===== src/rtl/circ_buf_self_trig.sv =====
// circ_buf_self_trig
// Self-trigger discriminator placed in front of the circular-buffer-to-DDR3
// mover. Watches ADC sample pairs as they enter the circular buffer, detects
// threshold crossings with hysteresis re-arm and holdoff, pushes the buffer
// write address of each trigger into the trigger-address FIFO and latches a
// 42-bit time stamp ({41-bit time counter, index of first crossing sample}).
//
// Build option: define CIRC_BUF_SELFTRIG_DROP_CNT_EN to build the saturating
// dropped-trigger counter; when undefined dropped_trig_cnt reads 0 and
// triggers that meet a full FIFO are silently discarded.

module circ_buf_self_trig (
   input  logic        adc_clk,
   input  logic        reset_clk_adc_n,
   input  logic        cbuf_trig_en,
   input  logic        time_clr,
   input  logic [25:0] adc_dat,
   input  logic        adc_dat_valid,
   input  logic [15:0] circ_buf_wr_addr,
   input  logic [11:0] trig_threshold,
   input  logic        trig_polarity,
   input  logic [7:0]  trig_hyst,
   input  logic [15:0] trig_holdoff,
   input  logic        trig_fifo_full,
   output logic        trig_fifo_wr_en,
   output logic [15:0] trig_fifo_wr_addr,
   output logic [41:0] trigger_time,
   output logic        trig_armed,
   output logic [15:0] dropped_trig_cnt
);

   typedef enum logic [1:0] {
      ST_IDLE,
      ST_WAIT_REARM,
      ST_ARMED,
      ST_HOLDOFF
   } stateT;

   stateT       r_state;
   stateT       w_nextState;

   logic [40:0] r_timeCnt;

   logic        r_s1Valid;
   logic        r_s1Over0;
   logic        r_s1Over1;
   logic        r_s1BelowRearm;
   logic        r_s1FirstIdx;
   logic [15:0] r_s1Addr;
   logic [40:0] r_s1Time;

   logic [15:0] r_holdCnt;

   logic        r_wrEn;
   logic [15:0] r_wrAddr;
   logic [41:0] r_trigTime;

   logic [11:0] w_sample0;
   logic [11:0] w_sample1;
   logic        w_unusedOverRange;
   logic [12:0] w_levelSum;
   logic [11:0] w_hystExt;
   logic [11:0] w_rearmLevel;
   logic        w_over0;
   logic        w_over1;
   logic        w_belowRearm;
   logic        w_trig;
   logic        w_write;

   assign w_sample0         = adc_dat[11:0];
   assign w_sample1         = adc_dat[23:12];
   // Over-range flags travel with the data but take no part in the decision.
   assign w_unusedOverRange = ^adc_dat[25:24];

   // Free-running time stamp counter; a clear wins over the increment.
   always_ff @(posedge adc_clk or negedge reset_clk_adc_n) begin
      if (!reset_clk_adc_n) begin
         r_timeCnt <= '0;
      end else if (time_clr) begin
         r_timeCnt <= '0;
      end else begin
         r_timeCnt <= r_timeCnt + 41'd1;
      end
   end

   // Crossing tests and the saturating re-arm level for the current sample pair.
   always_comb begin
      w_hystExt    = {4'd0, trig_hyst};
      w_levelSum   = {1'b0, trig_threshold} + {5'd0, trig_hyst};
      w_rearmLevel = 12'd0;
      if (trig_polarity) begin
         w_rearmLevel = w_levelSum[12] ? 12'hFFF : w_levelSum[11:0];
      end else if (trig_threshold >= w_hystExt) begin
         w_rearmLevel = trig_threshold - w_hystExt;
      end
      if (trig_polarity) begin
         w_over0      = (w_sample0 < trig_threshold);
         w_over1      = (w_sample1 < trig_threshold);
         w_belowRearm = (w_sample0 >= w_rearmLevel) && (w_sample1 >= w_rearmLevel);
      end else begin
         w_over0      = (w_sample0 > trig_threshold);
         w_over1      = (w_sample1 > trig_threshold);
         w_belowRearm = (w_sample0 <= w_rearmLevel) && (w_sample1 <= w_rearmLevel);
      end
   end

   // Stage 1: capture the crossing flags with the address and time they belong to.
   always_ff @(posedge adc_clk or negedge reset_clk_adc_n) begin
      if (!reset_clk_adc_n) begin
         r_s1Valid      <= 1'b0;
         r_s1Over0      <= 1'b0;
         r_s1Over1      <= 1'b0;
         r_s1BelowRearm <= 1'b0;
         r_s1FirstIdx   <= 1'b0;
         r_s1Addr       <= '0;
         r_s1Time       <= '0;
      end else begin
         r_s1Valid <= adc_dat_valid;
         if (adc_dat_valid) begin
            r_s1Over0      <= w_over0;
            r_s1Over1      <= w_over1;
            r_s1BelowRearm <= w_belowRearm;
            r_s1FirstIdx   <= ~w_over0;
            r_s1Addr       <= circ_buf_wr_addr;
            r_s1Time       <= r_timeCnt;
         end
      end
   end

   // FSM state register.
   always_ff @(posedge adc_clk or negedge reset_clk_adc_n) begin
      if (!reset_clk_adc_n) begin
         r_state <= ST_IDLE;
      end else begin
         r_state <= w_nextState;
      end
   end

   // FSM next state; only valid stage-1 words move it, disable always wins.
   always_comb begin
      w_nextState = r_state;
      if (!cbuf_trig_en) begin
         w_nextState = ST_IDLE;
      end else if (r_s1Valid) begin
         case (r_state)
            ST_IDLE: begin
               w_nextState = ST_WAIT_REARM;
            end
            ST_WAIT_REARM: begin
               if (r_s1BelowRearm) begin
                  w_nextState = ST_ARMED;
               end
            end
            ST_ARMED: begin
               if (r_s1Over0 || r_s1Over1) begin
                  w_nextState = (trig_holdoff == 16'd0) ? ST_WAIT_REARM : ST_HOLDOFF;
               end
            end
            ST_HOLDOFF: begin
               if (r_holdCnt <= 16'd1) begin
                  w_nextState = ST_WAIT_REARM;
               end
            end
            default: begin
               w_nextState = ST_IDLE;
            end
         endcase
      end
   end

   // FSM outputs: armed flag and the trigger / FIFO-write decisions.
   always_comb begin
      trig_armed = (r_state == ST_ARMED);
      w_trig     = r_s1Valid && cbuf_trig_en && (r_state == ST_ARMED) &&
                   (r_s1Over0 || r_s1Over1);
      w_write    = w_trig && !trig_fifo_full;
   end

   // Holdoff counter: loaded on a trigger, counts valid words down in HOLDOFF.
   always_ff @(posedge adc_clk or negedge reset_clk_adc_n) begin
      if (!reset_clk_adc_n) begin
         r_holdCnt <= '0;
      end else if (!cbuf_trig_en) begin
         r_holdCnt <= '0;
      end else if (w_trig && (trig_holdoff != 16'd0)) begin
         r_holdCnt <= trig_holdoff;
      end else if (r_s1Valid && (r_state == ST_HOLDOFF) && (r_holdCnt != 16'd0)) begin
         r_holdCnt <= r_holdCnt - 16'd1;
      end
   end

   // FIFO write strobe, address and time stamp of the last accepted trigger.
   always_ff @(posedge adc_clk or negedge reset_clk_adc_n) begin
      if (!reset_clk_adc_n) begin
         r_wrEn     <= 1'b0;
         r_wrAddr   <= '0;
         r_trigTime <= '0;
      end else begin
         r_wrEn <= w_write;
         if (w_write) begin
            r_wrAddr   <= r_s1Addr;
            r_trigTime <= {r_s1Time, r_s1FirstIdx};
         end
      end
   end

   assign trig_fifo_wr_en   = r_wrEn;
   assign trig_fifo_wr_addr = r_wrAddr;
   assign trigger_time      = r_trigTime;

`ifdef CIRC_BUF_SELFTRIG_DROP_CNT_EN
   logic [15:0] r_dropCnt;
   logic        w_drop;

   assign w_drop = w_trig && trig_fifo_full;

   // Saturating count of triggers lost because the FIFO was full.
   always_ff @(posedge adc_clk or negedge reset_clk_adc_n) begin
      if (!reset_clk_adc_n) begin
         r_dropCnt <= '0;
      end else if (w_drop && (r_dropCnt != 16'hFFFF)) begin
         r_dropCnt <= r_dropCnt + 16'd1;
      end
   end

   assign dropped_trig_cnt = r_dropCnt;
`else
   assign dropped_trig_cnt = 16'd0;
`endif

endmodule


===== config.mk =====
export PLATFORM = sky130hd
export DESIGN_NAME = circ_buf_self_trig
export DESIGN_NICKNAME = d
export VERILOG_FILES = /design/src/rtl/circ_buf_self_trig.sv
export SDC_FILE = /design/constraint.sdc
export NUM_CORES = 1
export LEC_CHECK = 0
export CORE_ASPECT_RATIO = 1.1
export CORE_UTILIZATION = 29
export DETAILED_ROUTE_END_ITERATION = 7
export PLACE_DENSITY = 0.46
export SKIP_CTS_REPAIR_TIMING = 1
export SYNTH_ARGS = -nofsm -noshare
export SYNTH_HDL_FRONTEND = slang
export SYNTH_SLANG_ARGS = --single-unit

===== constraint.sdc =====
create_clock -name adc_clk -period 2.7 [get_ports adc_clk]
set_input_delay 0.54 -clock adc_clk [delete_from_list [all_inputs] [get_ports adc_clk]]
set_output_delay 0.54 -clock adc_clk [all_outputs]
set_load 0.02 [all_outputs]

==> results of run 1 <==
[power by group through the flow]
stage / clock network (uW) / logic [uW] / registers, uW
2_1_floorplan: 0 / 593 / 2870
3_3_place_gp: 0 / 1180 / 2850
6_report: 2430 / 1320 / 2800
3_5_place_dp: 0 / 1190 / 2850
5_1_grt: 2620 / 1450 / 2810
4_1_cts: 2530 / 1200 / 2800
[worst paths after layout]
kind	end	from
setup / recovery	r_s1BelowRearm	trig_threshold[0]
max in group asynchronous	r_s1Time[15]	reset_clk_adc_n
setup reg to reg	r_holdCnt[13]	r_holdCnt[4]
hold reg to reg	trig_fifo_wr_addr[6]	r_s1Addr[6]
min in group adc_clk	trig_fifo_wr_addr[6]	r_s1Addr[6]
hold / removal	trigger_time[31]	reset_clk_adc_n
[flip-flops by register name (all words and copies together), names as in the netlist]
signal	flops
r_s1Time	41
trig_fifo_wr_en	1
trig_fifo_wr_addr	16
r_s1FirstIdx	1
r_holdCnt	16
r_state	2
r_s1Valid	1
r_s1Over0	1
r_s1Addr	16
r_s1Over1	1
r_s1BelowRearm	1
r_timeCnt	41
trigger_time	42
[synth_stat cells (9+ instances only)]
cell type	n	area (um2)
ha_1	66	826
a21oi_1	41	205
dfrtp_1	180	4500
nor2b_1	13	81.3
or3_1	11	68.8
clkbuf_1	24	90.1
nand2_1	42	158
nor2_1	59	221
buf_4	17	128
mux2_2	117	1320
and3_1	11	68.8
xnor2_1	29	254
nor3_1	14	70.1
nand2b_1	10	62.6
inv_1	38	143
o21ai_0	42	210
a21o_1	12	90.1
nand3_1	21	105
o211a_1	9	90.1
nand4_1	20	125
xor2_1	25	219
[metrics by stage]
step / util, % / power, uW / TNS [ps]
5_1_grt: 41.4 / 6880 / -1110
3_5_place_dp: 38.4 / 4050 / -2900
3_3_place_gp: 38.4 / 4040 / -2860
4_1_cts: 40.1 / 6530 / -1570
6_report: 41.4 / 6540 / -949
2_1_floorplan: - / 3460 / -1010
[worst max-delay path, delay by kind of cell]
family / cells / cell delay [ps]
adder cells (fa/ha/maj): 3 / 640
buffers and inverters: 4 / 390
AO/OA/AOI/OAI: 7 / 1040
AND/OR/NAND/NOR: 6 / 1410
[per-layer routing]
layer  wire (um)  GRT usage, %  vias to the layer above
met5           0             0                        -
met4         366          4.69                        0
met2       12100          25.0                      124
met3         790          2.80                       17
met1       11500          19.1                     3668
li1            -             -                     3706
[cell families after synthesis]
| family | share of synthesized area, % |
|---|---|
| AOI/OAI and AO/OA | 9.96 |
| muxes | 13.8 |
| xor gates and xnor gates | 4.80 |
| buffers and inverters | 3.89 |
| DFF | 45.7 |
| other | 0.0381 |
| adders and majority gates | 9.11 |
| and+or+nand+nor | 12.7 |
[area by class of cell]
cell class / instances / area, um2 / share of cell area, %
Clock buffer: 18 / 439 / 3.18
Clock inverter: 14 / 139 / 1.01
Inverter: 39 / 159 / 1.15
Multi-Input combinational cell: 646 / 5480 / 39.7
Sequential cell: 180 / 4500 / 32.6
Tap cell: 432 / 541 / 3.91
Timing Repair Buffer: 280 / 2550 / 18.5
==> results.yml, run 1 <==
min_path:
  holdCritPathClass: "in2async"
final_layout:
  antenna_cells: 0
  syn_to_final_growth_pct: 40.3
  layout-drive-gt1-share_pct: 32.3
  fillerInstances: 3245
  nets: 1317
  final_area_mm2: 0.0138
  final_cells: 1609
  final_common_cell: "dfrtp_1"
  final_cell_mix: "dfrtp_1 (180), buf_4 (128), clkdlybuf4s50_1 (126)"
timing:
  maxSlewHeadroom_pct: 62.0
  hold-worst-slack_ps: 85.8
  worst_slack_ps: -949
  post-route-min-period_ps: 3650
  rsz0062_at_grt: "yes"
  slew_viol_final: 0
  hold_violations: 0
  worstMarginPinSlew_ps: 570
  setup_viol: 1
  fin_skew_ps: 9.81
  fin_crit_sh_pct: 135
  timing.fmax_ghz: 0.274
synthesis:
  ys_types: 70
  synth_edf_count: 0
  synthCells: 895
  synth-seq-cells: 180
  yosysWarnings: 0
  ys_seq_area_share_pct: 45.7
  postSynthAreaPerCell_um2: 11.0
  ys_async_sr_fraction_pct: 100
  synth-main-ff-cell: "dfrtp_1"
  synth_area_mm2: 0.00985
route:
  vias: 7515
  routed_wl_um: 24700
  drtPass1Iterations: 5
  drc: 0
  wl_per_cell_um: 15.4
  via_per_inst: 4.67
  drtAntennaViolNets: 0
  drt_iter0_markers: 317
clocking:
  cts_tree: "done"
  clkLatencyLatePin_ps: 440
  ctsRootBufferMaster: "clkbuf_16"
  cts_max_level: 4
  clock_sinks: 180
  clk_pin_slew_ps: 70
  cts-buffers-inserted: 17
  cts_buffer_depth: 2
setup_path:
  worstPathRequired_ps: 3070
  timing.critical_path.mode_cell: "buf_6"
  critPathMaxStageDelay_ps: 460
  r2r_setup_slack_ps: 200
  rr_worst_depth: 11
  crit_chain: "buf_6, buf_6, inv_8, ha_4, fa_2, and2b_2, buf_6, o221a_4, or4_1, nand2_1, o21ai_2, ha_1, o21ai_1, nand2b_1, o21ai_1, or3_1, a41o_1, and3_4, o211ai_2, o221a_1"
  slowest_stage: "or4_1"
  crit_type: "in2reg"
  critPathArrivalTime_ps: 4020
  cp-start-kind: "input port"
  cp_max_fo: 3
  cp-end-kind: "register"
power:
  seq_power_share_pct: 42.8
  p_switching_uw: 1840
  ir_worst_vdd_mv: 0.369
  p_sw_share_pct: 28.2
  power.clock.fraction_pct: 37.1
  p_leak_uw: 0.00649
  p_comb_share_pct: 20.1
  p_int_uw: 4700
  cellPowerDensity_mw_per_mm2: 474
outcome:
  outcome: "finished, violations left"
  violations: "negative setup slack"
floorplanning:
  num_io_pins: 161
  start_util_pct: 29.5
  core_region_area_mm2: 0.0334
  fp.dieH_um: 195
  row_count: 70
  die_w_um: 178
  dieArea_mm2: 0.0347
grt:
  first_global_vias: 7738
  grtUsageTotal_pct: 14.9
  antenna_found_initial: 0
  grt_pass1_wl_um: 40200
  grt_max_degree: 68
  grt-ovfl-total: 0
place:
  pre_cts_slack_ps: -1960
  dp_hpwl_um: 18000
  dp_cells: 1570
  gp_congestion: 0.833
  portBuffers: 142
  placed_cell_area_mm2: 0.0128
run:
  cap_viol_max_count: 0
(Power assumes the default switching activity.)
==> inputs of run 2 (changes only) <==
CORE_UTILIZATION = 40   (was 29)
PLACE_DENSITY = default   (was 0.46)
SLEW_MARGIN = 20   (was default)
==> run 2 against run 1 <==
Compared with the run above:
- the run still ends with negative setup slack left
- non-clock buffer count decreased by 12
- first-iteration DRC count decreased by 24%
- fmax increased by 0.60%
- utilization increased by 15 points
- global-route usage increased by 3.9 points
- via count decreased by 0.77%
- clock skew increased by 1.3 ps
- hold slack improved by 390 ps
- clock power increased by 5%
- critical path depth decreased by 1
==> results.yml, run 2 (same netlist as run 1, synthesis figures left out) <==
final_layout:
  multiInputGateArea_mm2: 0.00542
  utilization_pct: 56.5
  fillerInstances: 2065
  syn_to_final_growth_pct: 37.2
  layout-drive-gt1-share_pct: 30.9
  final_cell_mix: "dfrtp_1 (180), clkdlybuf4s50_1 (126), buf_4 (117)"
  seq_area_mm2: 0.00450
  nets: 1305
  final_common_cell: "dfrtp_1"
  antenna_cells: 0
  largest_reg_flops: 42
route:
  drt_iter0_markers: 242
  vias: 7457
  via_per_inst: 5.07
  drtAntennaViolNets: 0
  wl_per_cell_um: 15.7
  routed_wl_um: 23100
  drtPass1Iterations: 4
  drc: 0
power:
  p_leak_uw: 0.00643
  ir_worst_vdd_mv: 0.392
  cellPowerDensity_mw_per_mm2: 489
place:
  gp_congestion: 0.871
  portBuffers: 142
  dp_hpwl_um: 16700
  pre_cts_slack_ps: -1870
setup_path:
  critPathMaxStageDelay_ps: 330
  rr_worst_depth: 9
  slowest_stage: "fa_2"
  crit_chain: "buf_2, ha_4, fa_2, nor2b_4, o311ai_4, a31oi_2, nand2b_1, buf_6, nand2_2, o32ai_4, ha_4, nand4_1, o21ai_1, inv_1, maj3_2, o21ba_4, o21ai_2, xnor2_1, o221a_1"
  cp-start-kind: "input port"
  cp_num_buf_inv: 3
  r2r-start: "r_timeCnt[8]"
  critPathArrivalTime_ps: 3940
  r2r-end: "r_timeCnt[35]"
  cp_max_fo: 5
  critPathTopFamily: "compound AO/OA/AOI/OAI gates"
  timing.critical_path.mode_cell: "ha_4"
  cp_num_cells: 19
  crit_type: "in2reg"
  worstPathRequired_ps: 3010
  cp-end-kind: "register"
  r2r_setup_slack_ps: 270
  critical_path.startpoint: "trig_hyst[0]"
  setup.worst_path.end: "r_s1BelowRearm"
floorplanning:
  dieArea_mm2: 0.0253
  start_util_pct: 41.2
  fp.dieH_um: 167
  core_region_area_mm2: 0.0239
  row_count: 59
  die_w_um: 152
  num_io_pins: 161
clocking:
  cts_buffer_depth: 2
  clk_pin_slew_ps: 70
  cts-buffers-inserted: 17
  clock_sinks: 180
  cts_tree: "done"
  cts_max_level: 4
  clkLatencyLatePin_ps: 430
  ctsRootBufferMaster: "clkbuf_16"
timing:
  fin_skew_ps: 11.1
  setup_viol: 1
  finalSetupTns_ps: -927
  worst_slack_ps: -927
  fin_crit_sh_pct: 134
  slew_viol_final: 0
  worstMarginPinSlew_ps: 503
  hold-worst-slack_ps: 476
  hold_violations: 0
  rsz0062_at_grt: "yes"
  post-route-min-period_ps: 3630
  timing.fmax_ghz: 0.276
  maxSlewHeadroom_pct: 66.1
grt:
  grt_pass1_wl_um: 37400
  antenna_found_initial: 0
  grt-ovfl-total: 0
  grt_max_degree: 85
  first_global_vias: 7503
  grtUsageTotal_pct: 18.7
run:
  cap_viol_max_count: 0
outcome:
  violations: "negative setup slack"
  outcome: "finished, violations left"
min_path:
  holdCritPathClass: "in2reg"
run 2: power by group:
part	internal (uW)	switching [uW]
logic	659	610
registers	2760	38.9
clock network	1380	1160
run 2: cell type report:
cell class | count | area share, %
flip-flops and latches | 180 | 33.3
clock inverters | 13 | 1.12
inverters | 39 | 1.18
repair buffers | 268 | 18.1
multi-input cells | 646 | 40.1
clock buffers | 19 | 3.35
well taps | 305 | 2.82
run 2: worst min-delay path by stage:
stage	start	slack, ps	to	depth (start not counted)
finish	adc_dat_valid	480	r_s1Valid	1
global route	adc_dat_valid	470	r_s1Valid	1
CTS	reset_clk_adc_n	-30	trigger_time[33]	1
detailed placement	reset_clk_adc_n	440	trigger_time[33]	1
global placement	reset_clk_adc_n	440	trigger_time[33]	1
floorplan	reset_clk_adc_n	240	r_holdCnt[0]	0
run 2: per-stage QoR:
step | instances | instance area, um2 | total power (uW)
after floorplan | 910 | 10000 | 3460
after global placement | 1427 | 12500 | 3980
after detailed placement | 1427 | 12500 | 4000
after CTS | 1459 | 13100 | 6570
after global routing | 1470 | 13500 | 6940
final | 1470 | 13500 | 6610
run 2: layer usage:
metal | vias to the layer above | GRT usage [%] | routed length (um)
met5 | - | 0 | 0
met1 | 3602 | 25.3 | 10600
met3 | 26 | 2.71 | 871
met4 | 0 | 4.95 | 364
met2 | 144 | 31.1 | 11200
li1 | 3685 | - | -
==> inputs of run 3 (changes only) <==
CORE_MARGIN = 8   (was default)
==> run 3 against run 2 <==
Compared with the run above:
- sequential cell count stayed put
- critical path depth is 1 higher
- register-to-register slack worse by 80 ps
- highest routed layer unchanged
- wire length is 5.2% higher
- non-clock buffer count is 2 lower
- utilization is 0.89 points lower
- sequential power hardly changed
- die area is 18% higher
- the flow still finishes with violations (negative setup slack)
- clock power hardly changed
- largest cell class unchanged
==> results.yml, run 3 (same netlist as run 1, synthesis figures left out) <==
floorplanning:
  die_w_um: 166
  row_count: 60
  fp.dieH_um: 181
  core_region_area_mm2: 0.0243
  num_io_pins: 161
  dieArea_mm2: 0.0299
  start_util_pct: 40.5
clocking:
  cts_tree: "done"
  clk_pin_slew_ps: 80
  cts_max_level: 4
  ctsRootBufferMaster: "clkbuf_16"
  clock_sinks: 180
  cts-buffers-inserted: 17
  clkLatencyLatePin_ps: 440
  cts_buffer_depth: 2
setup_path:
  cp_max_fo: 3
  critPathTopFamily: "simple AND/OR/NAND/NOR gates"
  critPathMaxStageDelay_ps: 550
  rr_worst_depth: 8
  cp-end-kind: "register"
  cp_num_buf_inv: 4
  crit_type: "in2reg"
  critPathArrivalTime_ps: 4060
  cp-start-kind: "input port"
  slowest_stage: "or4_1"
  worstPathRequired_ps: 3050
  cp_num_cells: 20
  crit_chain: "clkbuf_2, buf_6, inv_8, ha_4, fa_2, and2b_1, buf_6, o221a_1, or4_1, nand2_2, o21ai_2, ha_1, o21ai_1, nand2b_1, o21ai_1, or3_1, a41o_1, and3_4, o211ai_2, o221a_1"
route:
  drc: 0
  drt_iter0_markers: 323
  vias: 7483
  wl_per_cell_um: 16.5
  routed_wl_um: 24300
  drtAntennaViolNets: 0
  drtPass1Iterations: 4
  via_per_inst: 5.08
final_layout:
  nets: 1303
  seq_area_mm2: 0.00450
  syn_to_final_growth_pct: 37.4
  multiInputGateArea_mm2: 0.00542
  antenna_cells: 0
  final_cell_mix: "dfrtp_1 (180), clkdlybuf4s50_1 (128), buf_4 (117)"
  fillerInstances: 2126
  final_area_mm2: 0.0135
  final_common_cell: "dfrtp_1"
  utilization_pct: 55.6
  layout-drive-gt1-share_pct: 30.6
  largest_reg_flops: 42
timing:
  hold-worst-slack_ps: 99.4
  finalSetupTns_ps: -1000
  worst_slack_ps: -1000
  worstMarginPinSlew_ps: 553
  rsz0062_at_grt: "yes"
  fin_skew_ps: 28.3
  maxSlewHeadroom_pct: 63.2
  setup_viol: 1
  post-route-min-period_ps: 3700
  fin_crit_sh_pct: 137
  slew_viol_final: 0
  timing.fmax_ghz: 0.270
  hold_violations: 0
place:
  gp_congestion: 0.835
  portBuffers: 142
  dp_hpwl_um: 18200
  placed_cell_area_mm2: 0.0126
grt:
  gr-usage-met3_pct: 3.27
  grt_util_met1_pct: 20.6
  grt_pass1_wl_um: 40700
  grt_use_met2_pct: 28.2
  grt-ovfl-total: 0
  grtUsageTotal_pct: 16.3
  grt-busiest-layer: "met2"
  antenna_found_initial: 0
  first_global_vias: 7974
  grt_max_degree: 66
min_path:
  holdCritPathClass: "in2async"
outcome:
  violations: "negative setup slack"
  outcome: "finished, violations left"
power:
  ir_worst_vdd_mv: 0.452
  cellPowerDensity_mw_per_mm2: 490
  p_leak_uw: 0.00644
run:
  cap_viol_max_count: 0
[run 3: worst paths after layout]
| check | from | endpoint | slack (ps) |
|---|---|---|---|
| worst min register to register | r_s1Time[19] | trigger_time[20] | 500 |
| worst max-delay path | trig_threshold[0] | r_s1BelowRearm | -1000 |
| worst min-delay path | reset_clk_adc_n | trigger_time[18] | 100 |
| max in group asynchronous | reset_clk_adc_n | r_s1BelowRearm | 1890 |
| worst max register to register | r_holdCnt[5] | r_state[0] | 190 |
| min in group adc_clk | r_s1Time[19] | trigger_time[20] | 500 |
[run 3: per-stage QoR]
step                total power [uW]  instances  setup slack [ps]
floorplan                       3460        910             -1010
global placement                4010       1438             -1790
detailed placement              4020       1438             -1860
CTS                             6630       1470             -1410
global route                    6960       1473             -1110
finish                          6630       1473             -1000
[run 3: per-layer routing]
metal | up-vias | share of wire (%)
met1 | 3636 | 46
li1 | 3680 | -
met4 | 0 | 0.76
met2 | 154 | 50
met3 | 13 | 3.9
met5 | - | 0
[run 3: cell type report]
type / count / share of cell area [%]
multi-input cells: 646 / 40.0
well taps: 310 / 2.87
clock buffers: 17 / 3.14
clock inverters: 15 / 1.50
flip-flops and latches: 180 / 33.3
inverters: 39 / 1.17
repair buffers: 266 / 18.0
[run 3: where the power goes]
part           switching, uW  internal (uW)  leakage, uW  total, uW
Clock                   1210           1350     0.000304       2570
Sequential              37.9           2760      0.00246       2800
Combinational            608            659      0.00368       1270
